`config.mk`:
```
export PLATFORM = sky130hd
export DESIGN_NAME = spi_frame_master
export DESIGN_NICKNAME = d
export VERILOG_FILES = /design/src/rtl/spi_pkg.sv /design/src/rtl/spi_half_tick.sv /design/src/rtl/spi_frame_master.sv
export SDC_FILE = /design/constraint.sdc
export NUM_CORES = 1
export LEC_CHECK = 0
export BUFFER_PORTS_ARGS = -buffer_cell sky130_fd_sc_hd__clkbuf_2
export CELL_PAD_IN_SITES_DETAIL_PLACEMENT = 0
export CELL_PAD_IN_SITES_GLOBAL_PLACEMENT = 1
export CORE_UTILIZATION = 39
export DETAILED_ROUTE_END_ITERATION = 16
export PLACE_DENSITY = 0.78
export SLEW_MARGIN = 20
export SYNTH_ARGS = -nofsm -noshare
export SYNTH_HDL_FRONTEND = slang
export SYNTH_SLANG_ARGS = --single-unit
```
`constraint.sdc`:
```
create_clock -name clk -period 4.98 [get_ports clk]
set_input_delay 0.996 -clock clk [delete_from_list [all_inputs] [get_ports clk]]
set_output_delay 0.996 -clock clk [all_outputs]
set_load 0.05 [all_outputs]
```
`src/rtl/spi_pkg.sv`:
```
// Shared types and constants for the SPI frame master (mode 0, MSB first).
package spi_pkg;

    typedef enum logic [2:0] {
        IDLE,
        SETUP,
        SHIFT,
        HOLD,
        GAP
    } spi_state_t;

    localparam int SPI_FRAME_BITS  = 16;
    localparam int SPI_HALF_PERIOD = 40;

    // Mode-0 polarities: sclk idles low, chip select is active low.
    localparam logic SCLK_IDLE = 1'b0;
    localparam logic CS_ACTIVE = 1'b0;

endpackage

```
`src/rtl/spi_half_tick.sv`:
```
// Half-period tick generator: one-cycle tick every HALF_PERIOD clk cycles,
// held at zero while clear is high.
module spi_half_tick #(
    parameter int HALF_PERIOD = 40
) (
    input  logic clk,
    input  logic n_rst,
    input  logic clear,
    output logic tick
);

    localparam int CW = (HALF_PERIOD > 1) ? $clog2(HALF_PERIOD) : 1;
    localparam logic [CW-1:0] LAST = CW'(HALF_PERIOD - 1);

    logic [CW-1:0] count;

    always_ff @(posedge clk or negedge n_rst) begin
        if (!n_rst)
            count <= '0;
        else if (clear || count == LAST)
            count <= '0;
        else
            count <= count + 1'b1;
    end

    assign tick = !clear && (count == LAST);

endmodule

```
`src/rtl/spi_frame_master.sv`:
```
// SPI mode-0 frame master: shifts one FRAME_BITS frame out on mosi and in on miso.
// Define SPI_MISO_SYNC_EN to pass miso through a 2-flop synchronizer.
module spi_frame_master
    import spi_pkg::*;
#(
    parameter int FRAME_BITS  = SPI_FRAME_BITS,
    parameter int HALF_PERIOD = SPI_HALF_PERIOD
) (
    input  logic                  clk,
    input  logic                  n_rst,
    input  logic                  start,
    input  logic [FRAME_BITS-1:0] tx_data,
    output logic                  busy,
    output logic                  done,
    output logic [FRAME_BITS-1:0] rx_data,
    output logic                  sclk,
    output logic                  cs_n,
    output logic                  mosi,
    input  logic                  miso
);

    localparam int BW = $clog2(FRAME_BITS + 1);
    localparam logic [BW-1:0] LAST_BIT = BW'(FRAME_BITS - 1);

    spi_state_t state, state_next;

    logic                  tick;
    logic                  accept;
    logic                  rise_tick;
    logic                  sample_en;
    logic                  miso_bit;
    logic [FRAME_BITS-1:0] tx_shift, tx_shift_d;
    logic [FRAME_BITS-1:0] rx_shift;
    logic [BW-1:0]         bit_cnt, bit_cnt_d;
    logic                  busy_d, done_d, sclk_d, cs_n_d, mosi_d;
    logic [FRAME_BITS-1:0] rx_data_d;

    spi_half_tick #(
        .HALF_PERIOD(HALF_PERIOD)
    ) u_half_tick (
        .clk  (clk),
        .n_rst(n_rst),
        .clear(state == IDLE),
        .tick (tick)
    );

    // A start seen on the GAP-exit tick chains straight into the next frame,
    // so held-high start gives back-to-back frames with a one-half-period cs_n gap.
    assign accept    = start && ((state == IDLE) || (state == GAP && tick));
    assign rise_tick = tick && ((state == SETUP) || (state == SHIFT && !sclk));

    always_ff @(posedge clk or negedge n_rst) begin
        if (!n_rst)
            state <= IDLE;
        else
            state <= state_next;
    end

    always_comb begin
        state_next = state;
        case (state)
            IDLE:    if (start) state_next = SETUP;
            SETUP:   if (tick) state_next = SHIFT;
            SHIFT:   if (tick && sclk && bit_cnt == LAST_BIT) state_next = HOLD;
            HOLD:    if (tick) state_next = GAP;
            GAP:     if (tick) state_next = start ? SETUP : IDLE;
            default: state_next = IDLE;
        endcase
    end

    always_comb begin
        busy_d     = busy;
        done_d     = 1'b0;
        sclk_d     = sclk;
        cs_n_d     = cs_n;
        mosi_d     = mosi;
        rx_data_d  = rx_data;
        tx_shift_d = tx_shift;
        bit_cnt_d  = bit_cnt;
        case (state)
            SETUP: if (tick) sclk_d = ~SCLK_IDLE;
            SHIFT: begin
                if (tick) begin
                    sclk_d = ~sclk;
                    if (sclk) begin
                        if (bit_cnt == LAST_BIT) begin
                            mosi_d    = 1'b0;
                            bit_cnt_d = '0;
                        end else begin
                            mosi_d     = tx_shift[FRAME_BITS-2];
                            tx_shift_d = {tx_shift[FRAME_BITS-2:0], 1'b0};
                            bit_cnt_d  = bit_cnt + 1'b1;
                        end
                    end
                end
            end
            HOLD: begin
                if (tick) begin
                    cs_n_d    = ~CS_ACTIVE;
                    rx_data_d = rx_shift;
                    done_d    = 1'b1;
                end
            end
            GAP:     if (tick) busy_d = 1'b0;
            default: ;
        endcase
        if (accept) begin
            tx_shift_d = tx_data;
            mosi_d     = tx_data[FRAME_BITS-1];
            cs_n_d     = CS_ACTIVE;
            busy_d     = 1'b1;
        end
    end

    always_ff @(posedge clk or negedge n_rst) begin
        if (!n_rst) begin
            busy     <= 1'b0;
            done     <= 1'b0;
            rx_data  <= '0;
            sclk     <= SCLK_IDLE;
            cs_n     <= ~CS_ACTIVE;
            mosi     <= 1'b0;
            tx_shift <= '0;
            bit_cnt  <= '0;
        end else begin
            busy     <= busy_d;
            done     <= done_d;
            rx_data  <= rx_data_d;
            sclk     <= sclk_d;
            cs_n     <= cs_n_d;
            mosi     <= mosi_d;
            tx_shift <= tx_shift_d;
            bit_cnt  <= bit_cnt_d;
        end
    end

`ifdef SPI_MISO_SYNC_EN
    // The sample strobe is delayed by the synchronizer depth so the captured bit
    // is the miso level present at the sclk rising edge.
    logic [1:0] miso_sync;
    logic [1:0] rise_dly;

    always_ff @(posedge clk or negedge n_rst) begin
        if (!n_rst) begin
            miso_sync <= '0;
            rise_dly  <= '0;
        end else begin
            miso_sync <= {miso_sync[0], miso};
            rise_dly  <= {rise_dly[0], rise_tick};
        end
    end

    assign sample_en = rise_dly[1];
    assign miso_bit  = miso_sync[1];
`else
    assign sample_en = rise_tick;
    assign miso_bit  = miso;
`endif

    always_ff @(posedge clk or negedge n_rst) begin
        if (!n_rst)
            rx_shift <= '0;
        else if (sample_en)
            rx_shift <= {rx_shift[FRAME_BITS-2:0], miso_bit};
    end

endmodule

```
# After elaboration in Yosys (flattened, before gate mapping)
# Index checks and enable logic that the tools add are counted.
[classes]
n_eq_ne = 13
bitwise = 1
n_mux = 29
reduce_logical = 27
n_addsub = 2
[op_table]
columns = ["operator", "n"]
rows = [
  ["15-bit 2-to-1 mux", 5],
  ["1-bit 2-to-1 mux", 15],
  ["3-bit 2-to-1 mux", 5],
  ["3-bit one-hot mux with 5 select lines", 1],
  ["2-bit != test, second input constant", 6],
  ["2-bit nonzero test", 6],
  ["3-bit AND reduction", 3],
  ["1-bit logical AND", 7],
  ["6-bit by 1-bit adder with 6-bit output, second input constant", 1],
  ["3-bit by 2-bit equality test with 1-bit output, second input constant", 2],
  ["6-bit equality test, second input constant", 1],
  ["6-bit 2-to-1 mux", 1],
  ["2-bit AND reduction", 3],
  ["5-bit by 1-bit adder with 5-bit output, second input constant", 1],
  ["5-bit by 4-bit equality test with 1-bit output, second input constant", 1],
  ["5-bit 2-to-1 mux", 1],
  ["5-bit AND reduction", 1],
  ["4-bit AND reduction", 1],
  ["3-bit by 1-bit equality test with 1-bit output, second input constant", 1],
  ["3-bit equality test, second input constant", 1],
  ["3-bit logical NOT", 1],
  ["1-bit logical OR", 3],
  ["1-bit logical NOT", 2],
  ["2-bit by 1-bit != test with 1-bit output, second input constant", 1],
  ["2 further kinds", 2],
]
[word_totals]
register_bits = 66

# Depth between registers and ports, before layout
[logic_depth]
ltp_word = 8
ltp_mapped = 8
ltp_nobuf = 5

# Modules after synthesis
# A second synthesis with hierarchy kept.
[unflattened]
cells_unflattened = 248
hier_area_um2 = 3006.6
[modules_own_cells]
columns = ["module", "cells_per_inst", "area_each_um2", "n_inst"]
rows = [
  ["spi_frame_master", 223, 2735.1, 1],
  ["spi_half_tick", 25, 271.5, 1],
]

# Worst setup path before layout
# Ideal clock, no wire load.
[synth_path]
kind = "input -> register"
from = "in start"
to = "reg tx_shift[10]"
setup_slack_ps = 3031
stages = 5
t_required_ps = 4898
arrival_ps = 1868
path_cell_list = "nor4bb_1 a32oi_2 clkbuf_1 nor2_1 a31oi_1"
[synth_between]
elab_chain_len = 3
elab_cells_between_ends = 7
cone_classes = "eq/ne: 1; mux: 1; reduce/logical: 5"
[synth_lines]
columns = ["item", "line", "rtl"]
rows = [
  ["from (decl)", "spi_frame_master.sv:11", "input logic start,"],
  ["1-bit logical AND (*)", "spi_frame_master.sv:49", "assign accept = start && ((state == IDLE) || (state == GAP && tick));"],
  ["2-bit != test (no source line) or 2-bit nonzero test (tied branches)", "-", ""],
  ["4-bit AND reduction (no source line)", "-", ""],
  ["to (signal assigned)", "spi_frame_master.sv:132", "tx_shift <= tx_shift_d;"],
  ["to (decl)", "spi_frame_master.sv:32", "logic [FRAME_BITS-1:0] tx_shift, tx_shift_d;"],
]
# Mark *: on every way between the ends. The rest lies on a longest branch, timed or not.
# A chain may end at the register's enable or synchronous reset.

# Worst setup path after layout
[layout_path]
from = "reg u_half_tick.count[0]"
to = "reg tx_shift[2]"
[layout_between]
elab_chain_len = 7
elab_cells_between_ends = 11
cone_classes = "eq/ne: 2; mux: 1; reduce/logical: 8"
[layout_lines]
columns = ["item", "line", "rtl"]
rows = [
  ["from (decl)", "spi_half_tick.sv:15", "logic [CW-1:0] count;"],
  ["from (signal assigned)", "spi_half_tick.sv:23", "count <= count + 1'b1;"],
  ["6-bit equality test (*)", "spi_half_tick.sv:26", "assign tick = !clear && (count == LAST);"],
  ["1-bit logical AND (*)", "spi_half_tick.sv:26", ""],
  ["1-bit logical AND", "spi_frame_master.sv:49", ""],
  ["1-bit logical OR", "spi_frame_master.sv:49", ""],
  ["1-bit logical AND", "spi_frame_master.sv:49", ""],
  ["2-bit != test (no source line) or 2-bit nonzero test (tied branches)", "-", ""],
  ["4-bit AND reduction (no source line)", "-", ""],
]
# Marked as above.

==> impl_metrics.yaml <==
outcome:
  status: "completed"
synthesis:
  synthAdderAreaFrac_pct: 0.8628
  synth_area_per_cell_sq_um: 11.74
  synth_commonest_cells: "dfrtp_1, nor2_1, mux2_2, nand3_1, o21ai_0"
  synth_area_sq_um: 2900
  syn_nets: 269
  synth_top_area_share_pct: 56.08
  synthCells: 247
  ys_async_sr_fraction_pct: 100.0
  synth_flop_cell: "dfrtp_1"
  synth_area_leaders: "dfrtp_1, mux2_2, mux2_4"
  synth.most_common_cell: "dfrtp_1"
  ys_types: 35
  synth_top_family_by_area: "multiplexers"
  seq_area_frac_synth_pct: 56.99
  synth_top_cell_by_area: "dfrtp_1"
  yosys.area_share.simple_pct: 12.17
  ys_warn_count: 0
  synth_edf_count: 0
  synth.mux.area_fraction_pct: 14.19
  synth_compound_area_share_pct: 9.965
  ys_ff_latch: 66
  synthXorXnorAreaFrac_pct: 1.812
drt:
  drc: 0
  vias: 1948
  antenna_left: 0
  drt_iter0_drc: 97
  first_pass_iters: 4
  drt_wl_total_mm: 5.119
  wl_per_cell_um: 13.26
  vias_per_cell: 5.047
timing:
  final_max_slew_viol_count: 0
  slew_headroom_pct: 51.75
  fmax_mhz: 435.4
  setup_viol: 0
  fin_crit_sh_pct: 46.12
  finClkSkew_ns: 0.009483
  tns_ns: 0
  tightest_slew_ns: 0.7217
  hold_violations: 0
  holdWs_ns: 0.4734
  rsz0062_at_grt: "no"
  period_minus_slack_ns: 2.297
worst_hold_path:
  min_to: "u_half_tick.count[0]"
  holdPathStages: 1
  hold_start: "u_half_tick.count[0]"
  hold_class: "register to register"
floorplan:
  fp.dieW_um: 88.24
  core-area_sq_um: 7214
  dieArea_sq_um: 7785
  die_h_um: 88.24
  rows: 31
  pin_count: 41
  start_util_pct: 40.20
setup_path:
  r2r_cells: 5
  cp_max_fo: 20
  crit_arrival_ns: 2.49
  reg2reg_slack_ns: 2.68
  timing.rr.start: "u_half_tick.count[0]"
  critPathCaptureType: "register"
  cp-start-kind: "register"
  regToRegEndpoint: "tx_shift[2]"
  required_ns: 5.17
  crit_type: "register to register"
clocking:
  cts.hold.buffers_added: 0
  clock_sinks: 66
  cts_setup_buffers: 0
  cts.repair.resized: 0
  cts_tree: "yes"
  clock_latency_ns: 0.33
  root_buffer: "clkbuf_8"
  cts.path.max_buffers: 2
  numCtsBuffers: 9
  htreeDepth: 3
  clkSlewWorstSetupHoldPaths_ns: 0.07
grt:
  grt.met3_usage_pct: 4.757
  grt_util_all_layers_pct: 14.78
  grt_pass1_wl_mm: 8.832
  grt_util_met2_pct: 23.64
  busiest_layer: "met2"
  grt_max_degree: 39
  antenna_found_initial: 0
  first_global_vias: 1924
  use_met1_pct: 18.59
  overflow: 0
power:
  power_uw: 1058
  static-leakage-power_uw: 0.001545
  max-vdd-ir-drop_v: 0.0001383
  cellPowerDensity_nw_per_um2: 314.7
final_layout:
  nNetsFinal: 304
  syn2layout_area_growth_pct: 15.88
  diodes: 0
  final_util_pct: 46.58
  drive_above_1_share_pct: 34.84
place:
  post-dp-hpwl_mm: 3.335
  gp_congestion: 0.7637
  port_buffers: 40
flow_run:
  cap_violations: 0
stage by stage:
| stage | std cells | area (sq um) | worst slack (ns) |
|---|---|---|---|
| floorplan | 247 | 2900 | 3.031 |
| global placement | 370 | 3134 | 2.732 |
| detailed placement | 370 | 3134 | 2.675 |
| CTS | 386 | 3361 | 2.665 |
| global route | 386 | 3361 | 2.377 |
| finish | 386 | 3361 | 2.683 |
flip-flops by register name, summed over array words and instances (netlist names):
signal,cells
sclk,1
busy,1
state,3
tx_shift,15
u_half_tick.count,6
rx_data,16
bit_cnt,5
done,1
mosi,1
cs_n,1
rx_shift,16
report_power, final:
group	internal [uW]	total (uW)	switching (uW)
clock network	296	501	205
registers	537	537	0.657
logic	6.51	19.2	12.7
total	839	1060	218
worst max-delay path by stage:
| stage | from | endpoint | slack [ns] |
|---|---|---|---|
| 5_1_grt | u_half_tick.count[0] | tx_shift[2] | 2.38 |
| 2_1_floorplan | start | tx_shift[10] | 3.03 |
| 4_1_cts | u_half_tick.count[0] | tx_shift[2] | 2.66 |
| 3_3_place_gp | u_half_tick.count[0] | tx_shift[9] | 2.73 |
| 6_report | u_half_tick.count[0] | tx_shift[2] | 2.68 |
| 3_5_place_dp | u_half_tick.count[0] | tx_shift[10] | 2.67 |
final cells by class:
cell class / instances / area [sq um]
fillers: 687 / 3854
clock buffers: 10 / 137.6
well taps: 99 / 123.9
flip-flops and latches: 66 / 1653
clock inverters: 6 / 88.84
repair buffers: 42 / 215.2
inverters: 3 / 11.26
multi-input cells: 160 / 1131
layout by cell type (no fill, tap or decap), types with 2 or more instances in the layout:
cell type | netlist | routed
mux2_2 | 25 | 25
bufinv_16 | 0 | 2
clkbuf_8 | 0 | 10
clkbuf_2 | 0 | 40
dfrtp_1 | 65 | 65
nand4_1 | 4 | 4
ha_1 | 2 | 2
xor2_1 | 3 | 3
and3_4 | 2 | 2
clkinvlp_4 | 0 | 2
xnor2_1 | 3 | 3
a31oi_1 | 16 | 16
o21a_1 | 2 | 2
nor2_1 | 26 | 26
nand2_1 | 10 | 10
inv_1 | 3 | 3
a21oi_1 | 4 | 4
o21ai_0 | 20 | 20
mux2_4 | 8 | 8
buf_4 | 0 | 2
or2_2 | 2 | 2
nand3_1 | 20 | 20
cells by family after synthesis:
family / Yosys count
flip-flops: 66
multiplexers: 34
AND/OR/NAND/NOR: 70
adder cells (fa/ha/maj): 2
AO/OA/AOI/OAI: 48
XOR/XNOR: 6
buffers and inverters: 21
critical path: stages, from the launching register on:
cell and delay [ns]:
dfrtp_1 0.38, ha_1 0.20, and4bb_1 0.40, nand4_1 0.64, o21ai_0 0.41, a31oi_1 0.13
routing by layer:
metal	part of all wire [%]	up-vias
li1	-	943
met4	0.82	0
met1	48	959
met5	0	-
met3	4.5	4
met2	47	42
No activity file was read; power rests on OpenSTA's default activity.
